### src/rtl/ak16_pkg.sv
// Shared AK16 front-end types and widths used by the fetch sequencer and its queue.
package ak16_pkg;

    localparam int PC_W    = 16;
    localparam int INSTR_W = 16;

    typedef enum logic [1:0] {
        BOOT  = 2'd0,
        RUN   = 2'd1,
        STALL = 2'd2
    } fetch_state_t;

endpackage

### src/rtl/fetch_queue.sv
// Small synchronous FIFO of {pc, instr} pairs between imem responses and decode.
// Flush wins over a same-cycle push; push and pop together while full is legal.
module fetch_queue
    import ak16_pkg::*;
#(
    parameter int DEPTH = 2
) (
    input  logic                     clk,
    input  logic                     rst,
    input  logic                     push,
    input  logic [PC_W-1:0]          push_pc,
    input  logic [INSTR_W-1:0]       push_instr,
    input  logic                     pop,
    input  logic                     flush,
    output logic [PC_W-1:0]          head_pc,
    output logic [INSTR_W-1:0]       head_instr,
    output logic [$clog2(DEPTH):0]   count
);

    localparam int AW = $clog2(DEPTH);
    localparam int CW = AW + 1;

    logic [AW-1:0]      wr_ptr;
    logic [AW-1:0]      rd_ptr;
    logic [PC_W-1:0]    pc_mem    [DEPTH];
    logic [INSTR_W-1:0] instr_mem [DEPTH];

    always_ff @(posedge clk or posedge rst) begin
        if (rst) begin
            wr_ptr <= '0;
            rd_ptr <= '0;
            count  <= '0;
        end else if (flush) begin
            wr_ptr <= '0;
            rd_ptr <= '0;
            count  <= '0;
        end else begin
            if (push)
                wr_ptr <= wr_ptr + AW'(1);
            if (pop)
                rd_ptr <= rd_ptr + AW'(1);
            if (push && !pop)
                count <= count + CW'(1);
            else if (!push && pop)
                count <= count - CW'(1);
        end
    end

    // Storage carries no reset; occupancy is tracked entirely by count.
    always_ff @(posedge clk) begin
        if (push && !flush) begin
            pc_mem[wr_ptr]    <= push_pc;
            instr_mem[wr_ptr] <= push_instr;
        end
    end

    assign head_pc    = pc_mem[rd_ptr];
    assign head_instr = instr_mem[rd_ptr];

endmodule

### src/rtl/fetch_ctrl.sv
// Fetch sequencer: drives the PC register and imem, queues responses, hands words to decode.
// Optional FETCH_PERF_EN adds a saturating perf_stall_cnt output.
module fetch_ctrl
    import ak16_pkg::*;
#(
    parameter int              DEPTH    = 2,
    parameter logic [PC_W-1:0] RESET_PC = 16'h0000,
    parameter logic [PC_W-1:0] PC_STEP  = 16'd1
) (
    input  logic               clk,
    input  logic               rst,
    input  logic [PC_W-1:0]    pc_cur,
    output logic [PC_W-1:0]    next_pc,
    output logic               pc_en,
    output logic               imem_req,
    output logic [PC_W-1:0]    imem_addr,
    input  logic [INSTR_W-1:0] imem_rdata,
    input  logic               redirect,
    input  logic [PC_W-1:0]    redirect_pc,
    output logic               if_valid,
    output logic [INSTR_W-1:0] if_instr,
    output logic [PC_W-1:0]    if_pc,
`ifdef FETCH_PERF_EN
    output logic [15:0]        perf_stall_cnt,
`endif
    input  logic               if_ready
);

    localparam int CW = $clog2(DEPTH) + 1;

    fetch_state_t      state;
    fetch_state_t      state_d;
    logic              inflight;
    logic [PC_W-1:0]   tag_pc;
    logic [CW-1:0]     count;
    logic [PC_W-1:0]   head_pc;
    logic [INSTR_W-1:0] head_instr;
    logic              pop;
    logic              push;
    logic              flush;
    logic              room;
    logic              req_d;
    logic              pc_en_d;
    logic [PC_W-1:0]   next_pc_d;
    int                occ;

    assign if_valid = (count != '0);
    assign pop      = if_valid && if_ready;
    assign flush    = redirect && (state != BOOT);
    // A response landing in a redirect cycle belongs to the abandoned path.
    assign push     = inflight && !flush;

    always_comb begin
        occ       = int'(count) + int'(inflight) - int'(pop);
        room      = (occ < DEPTH);
        state_d   = state;
        req_d     = 1'b0;
        pc_en_d   = 1'b0;
        next_pc_d = '0;
        case (state)
            BOOT: begin
                pc_en_d   = 1'b1;
                next_pc_d = RESET_PC;
                state_d   = RUN;
            end
            default: begin
                if (redirect) begin
                    pc_en_d   = 1'b1;
                    next_pc_d = redirect_pc;
                    state_d   = RUN;
                end else if (room) begin
                    req_d     = 1'b1;
                    pc_en_d   = 1'b1;
                    next_pc_d = pc_cur + PC_STEP;
                    state_d   = RUN;
                end else begin
                    state_d   = STALL;
                end
            end
        endcase
    end

    always_ff @(posedge clk or posedge rst) begin
        if (rst) begin
            state    <= BOOT;
            inflight <= 1'b0;
        end else begin
            state    <= state_d;
            inflight <= req_d;
        end
    end

    always_ff @(posedge clk) begin
        if (req_d)
            tag_pc <= pc_cur;
    end

    fetch_queue #(
        .DEPTH (DEPTH)
    ) u_queue (
        .clk        (clk),
        .rst        (rst),
        .push       (push),
        .push_pc    (tag_pc),
        .push_instr (imem_rdata),
        .pop        (pop),
        .flush      (flush),
        .head_pc    (head_pc),
        .head_instr (head_instr),
        .count      (count)
    );

    // BOOT drives the PC register, so outputs are forced quiet while rst is held.
    assign pc_en     = pc_en_d && !rst;
    assign next_pc   = rst ? '0 : next_pc_d;
    assign imem_req  = req_d && !rst;
    assign imem_addr = rst ? '0 : pc_cur;
    assign if_instr  = if_valid ? head_instr : '0;
    assign if_pc     = if_valid ? head_pc : '0;

`ifdef FETCH_PERF_EN
    always_ff @(posedge clk or posedge rst) begin
        if (rst)
            perf_stall_cnt <= '0;
        else if (((if_valid && !if_ready) || state == STALL) && perf_stall_cnt != 16'hFFFF)
            perf_stall_cnt <= perf_stall_cnt + 16'd1;
    end
`endif

endmodule
### config.mk
export PLATFORM = sky130hd
export DESIGN_NAME = fetch_ctrl
export DESIGN_NICKNAME = d
export VERILOG_FILES = /design/src/rtl/ak16_pkg.sv /design/src/rtl/fetch_queue.sv /design/src/rtl/fetch_ctrl.sv
export SDC_FILE = /design/constraint.sdc
export NUM_CORES = 1
export LEC_CHECK = 0
export CAP_MARGIN = 20
export CORE_ASPECT_RATIO = 0.9
export CORE_MARGIN = 1
export CORE_UTILIZATION = 48
export CTS_BUF_LIST = sky130_fd_sc_hd__clkbuf_8
export DETAILED_ROUTE_END_ITERATION = 6
export PLACE_DENSITY = 0.78
export SLEW_MARGIN = 10
export SYNTH_ARGS = -nofsm -noshare
export SYNTH_HDL_FRONTEND = slang
export SYNTH_SLANG_ARGS = --single-unit
### constraint.sdc
create_clock -name clk -period 4.5 [get_ports clk]
set_input_delay 0.9 -clock clk [delete_from_list [all_inputs] [get_ports clk]]
set_output_delay 0.9 -clock clk [all_outputs]
set_load 0.05 [all_outputs]
==> results of run 1 <==
==> power by group <==
group	switching [mW]	leakage [nW]	internal (mW)	total, mW
clock	0.268	0.110	0.315	0.582
combinational	0.786	0.975	0.473	1.26
sequential	0.110	0.826	1.07	1.18
total	1.16	1.91	1.86	3.02
==> cells in the final DEF (no fill, tap or decap), types with 2 or more instances in the layout <==
cell type                         synthesis  layout
sky130_fd_sc_hd__nor3_1                   7       6
sky130_fd_sc_hd__nor2b_1                 15      15
sky130_fd_sc_hd__a22oi_1                  2       2
sky130_fd_sc_hd__clkinv_2                 0       2
sky130_fd_sc_hd__buf_12                   0      17
sky130_fd_sc_hd__nand4_1                  3       3
sky130_fd_sc_hd__edfxtp_1                80      80
sky130_fd_sc_hd__xnor2_1                 16      15
sky130_fd_sc_hd__nand2_1                 18      18
sky130_fd_sc_hd__dfrtp_1                  7       6
sky130_fd_sc_hd__o21ai_0                  6       6
sky130_fd_sc_hd__mux2i_1                 32      32
sky130_fd_sc_hd__inv_6                    0       2
sky130_fd_sc_hd__nor2_2                   0       2
sky130_fd_sc_hd__nor4_1                   3       3
sky130_fd_sc_hd__o21ai_2                 10      10
sky130_fd_sc_hd__clkdlybuf4s50_1          0     100
sky130_fd_sc_hd__nand3_1                  4       4
sky130_fd_sc_hd__bufinv_16                0       2
sky130_fd_sc_hd__xor2_1                   3       3
sky130_fd_sc_hd__nor2_1                  47      45
sky130_fd_sc_hd__inv_1                    9       9
sky130_fd_sc_hd__clkbuf_8                 0       9
sky130_fd_sc_hd__buf_4                    0       8
==> final timing paths <==
kind,from,to,depth (start not counted)
max,if_ready,next_pc[9],11
min,tag_pc[10],u_queue.pc_mem[1][10],0
max reg2reg,u_queue.count[1],tag_pc[9],8
min reg2reg,tag_pc[10],u_queue.pc_mem[1][10],0
max in group asynchronous,rst,u_queue.rd_ptr,3
min in group asynchronous,rst,u_queue.wr_ptr,3
==> flip-flops by register name, summed over array words and instances, names as in the netlist <==
signal             count
state                  2
u_queue.rd_ptr         1
inflight               1
u_queue.instr_mem     32
u_queue.count          2
u_queue.wr_ptr         1
u_queue.pc_mem        32
tag_pc                16
==> layout make-up <==
type,count,area [sq um]
Clock inverter,7,95.09
Sequential cell,87,2579
Clock buffer,9,123.9
Tap cell,96,120.1
Timing Repair Buffer,125,1401
Multi-Input combinational cell,179,1199
Inverter,9,33.78
Fill cell,530,2106
==> timing repair <==
item	4_1_cts	5_1_grt
setup endpoints to repair	0	14
hold endpoints to repair	0	0
gates resized for setup	0	2
==> metal layers <==
layer,GRT usage (%),wire length [um],up-vias
met2,32.95,3865,122
met1,25.35,3390,1213
met4,7.754,114,0
li1,-,-,1269
met3,6.457,716,10
met5,0,0,-
==> Yosys cell counts <==
cell type,instances
sky130_fd_sc_hd__buf_6,1
sky130_fd_sc_hd__o2111a_1,1
sky130_fd_sc_hd__nor4_2,1
sky130_fd_sc_hd__and3b_2,1
sky130_fd_sc_hd__inv_1,9
sky130_fd_sc_hd__mux2i_1,32
sky130_fd_sc_hd__o21ai_0,6
sky130_fd_sc_hd__nor3_1,7
sky130_fd_sc_hd__dfrtp_1,7
sky130_fd_sc_hd__o21ai_2,10
sky130_fd_sc_hd__nand4_1,3
sky130_fd_sc_hd__nand4b_1,1
sky130_fd_sc_hd__a22o_1,1
sky130_fd_sc_hd__fa_1,1
sky130_fd_sc_hd__nand3_1,4
sky130_fd_sc_hd__nand3_2,1
sky130_fd_sc_hd__or3_4,1
sky130_fd_sc_hd__edfxtp_1,80
sky130_fd_sc_hd__nor2_1,47
sky130_fd_sc_hd__ha_1,1
sky130_fd_sc_hd__nor4_1,3
sky130_fd_sc_hd__a211oi_1,1
sky130_fd_sc_hd__xor2_1,3
sky130_fd_sc_hd__xnor2_1,16
sky130_fd_sc_hd__clkbuf_1,7
sky130_fd_sc_hd__and3_1,1
sky130_fd_sc_hd__nand3b_1,1
sky130_fd_sc_hd__buf_2,3
sky130_fd_sc_hd__nor2b_1,15
sky130_fd_sc_hd__a21oi_1,1
sky130_fd_sc_hd__a22oi_1,2
sky130_fd_sc_hd__nand2_1,18
==> through the flow <==
| stage | setup slack [ns] | hold WS, ns | util, % | std cells | power [mW] |
|---|---|---|---|---|---|
| after floorplan | 0.2160 | 0.4215 | - | 286 | 1.976 |
| after global placement | 0.2249 | 0.4230 | 69.51 | 496 | 2.431 |
| after detailed placement | 0.09996 | 0.4304 | 69.51 | 496 | 2.464 |
| after CTS | 0.08125 | 0.4509 | 72.37 | 512 | 3.047 |
| after global routing | 0.04591 | 0.4589 | 72.50 | 512 | 3.150 |
| final | 0.1906 | 0.4539 | 72.50 | 512 | 3.019 |
==> cells by family after synthesis <==
family,share of synthesized area [%]
simple gates,12.92
flops,67.04
mux,8.331
compound gates,4.295
buf+inv,2.245
xor+xnor,4.328
fa+ha+maj,0.8460
==> worst max-delay path: stages <==
cell and delay, ns:
sky130_fd_sc_hd__clkdlybuf4s50_1 0.47, sky130_fd_sc_hd__nand2_1 0.07, sky130_fd_sc_hd__nor2_2 0.14, sky130_fd_sc_hd__o21ai_0 0.12, sky130_fd_sc_hd__fa_1 0.42, sky130_fd_sc_hd__xnor2_2 0.19, sky130_fd_sc_hd__nand3b_1 0.13, sky130_fd_sc_hd__or3_4 0.38
sky130_fd_sc_hd__buf_4 0.21, sky130_fd_sc_hd__o21ai_2 0.20, sky130_fd_sc_hd__buf_12 0.16
==> impl_summary.md, run 1 <==
Status
The run finished with clean final reports.

Setup path
The worst setup path is launched from an input port. The worst register-to-register path has a setup slack of 2.20 ns. The nature of the critical path endpoint is a primary output. The highest net fanout along the worst path is 10.

The arrival time at the worst endpoint is 3.41 ns. The critical path is of the input port to primary output type. Data on the critical path is required at its endpoint by 3.60 ns.

Floorplan
The floorplan has 30 rows. The floorplan step set the die height to 86.91 um. The starting utilization of the core area is 50.21%.

The full die area is 8372 sq um. The area of the core is 7657 sq um. Measured along the x axis, the die boundary spans 96.34 um. The number of ports placed on the die boundary is 119.

STA
The final clock period utilization by the worst path is 95.76%. The final count of negative-setup-slack endpoints is 0. For the final database, setup skew stands at 0.008281 ns. The final count of pins violating max slew came to 0. The remaining max-slew budget at the tightest pin is 35.21%. The sum of negative setup slack is 0 ns. For the pin with the worst max-slew slack, the measured transition is 0.9719 ns. The smallest clock period supported by the final layout is computed as 4.309 ns. Setup repair after global routing left no endpoint under its margin. Based on the critical path, the design can be clocked at up to 0.2321 GHz. The final count of hold timing violations came to 0.

Pwr
The power density over cell area is 543.9 nW/um^2. The static leakage power is 1.911 nW. The largest voltage drop on the vdd net is 0.2793 mV.

Final layout
After routing the design area is 5552 sq um. The area added between synthesis and finish is 44.39%. The diode insertion count for antenna repair is 0. The ratio of cells with drive above 1 in the final layout is 14.42%. At the end of the flow, the number of nets in the layout was 465.

Place
Routability-driven placement finished with a final weighted congestion of 0.7566. The total cell area at the placement stage is 5323 sq um. After legalization and detailed placement, the total HPWL measured 5784 um. Input and output buffers added on the ports amount to 118.

Worst hold path
The worst hold path class is flip-flop to flip-flop.

Clock network
TritonCTS built the clock tree. After clock tree synthesis, the clock-pin slew on the worst setup and hold paths is 0.08 ns. The clock net sink count is 87.

The longest clock path from root to sink contains 2 buffers. The CTS buffer count is 9. The latest clock arrival within the worst-skew pair is 0.34 ns.

The H-tree generated during clock tree synthesis spans 3 levels. The cell sitting at the root of the clock tree is a sky130_fd_sc_hd__clkbuf_8. In this run, post-CTS hold repair placed 0 buffers. The setup fix buffers added after clock tree synthesis is 0.

Route
The remaining antenna violation count is 0. The first TritonRoute pass finished after 5 iterations. The wire length reported by the detailed router is 8086 um. The average routed wire per standard cell is 15.79 um.

The number of remaining DRC errors is 0. Detailed routing inserted a total of 2,614 vias. The count of routing violations after the opening detailed-route iteration is 83. The average via count per standard cell is 5.105.

Yosys
Each instance of the synthesized netlist takes up on average 13.44 sq um. By area the synthesized netlist is led by sky130_fd_sc_hd__edfxtp_1 (62%), sky130_fd_sc_hd__mux2i_1 (8.3%), sky130_fd_sc_hd__nor2_1 (4.6%), sky130_fd_sc_hd__dfrtp_1 (4.6%), sky130_fd_sc_hd__xnor2_1 (3.6%). The synthesis warning total is 0. The combined area of all synthesized cells is 3845 sq um.

After synthesis, the netlist uses 32 different library cells. The synthesized design spends more area on one cell type than any other, namely sky130_fd_sc_hd__edfxtp_1. The sequential area share after synthesis is 67.04%. The top cell type's share of synthesized area is 62.48%. After technology mapping, the gate count stands at 286. The total nets after synthesis is 340. The flip-flop and latch count after synthesis is 87.

Global routing
The global routing usage summed across all routing layers is 20.26%. The via count of the first global-routing pass was 2,654. Entering global routing, the biggest net connects 34 pins. The number of antenna violations at the first check in global routing is 0. The wire length of the first global-routing pass is 12,610 um.

After global routing the overflow that remains totals 0.

Job
The count of max-cap constraint violations is 0.
Power figures use the tool's default switching activity.
==> run 2, diff against run 1 <==
--- a/config.mk
+++ b/config.mk
@@ -10,6 +10,7 @@
 export CORE_MARGIN = 1
 export CORE_UTILIZATION = 48
 export CTS_BUF_LIST = sky130_fd_sc_hd__clkbuf_8
+export CTS_CLUSTER_DIAMETER = 30
 export DETAILED_ROUTE_END_ITERATION = 6
 export PLACE_DENSITY = 0.78
 export SLEW_MARGIN = 10
==> results of run 2 <==
Same layout as run 1: the final DEF is identical, and so are final timing and power.
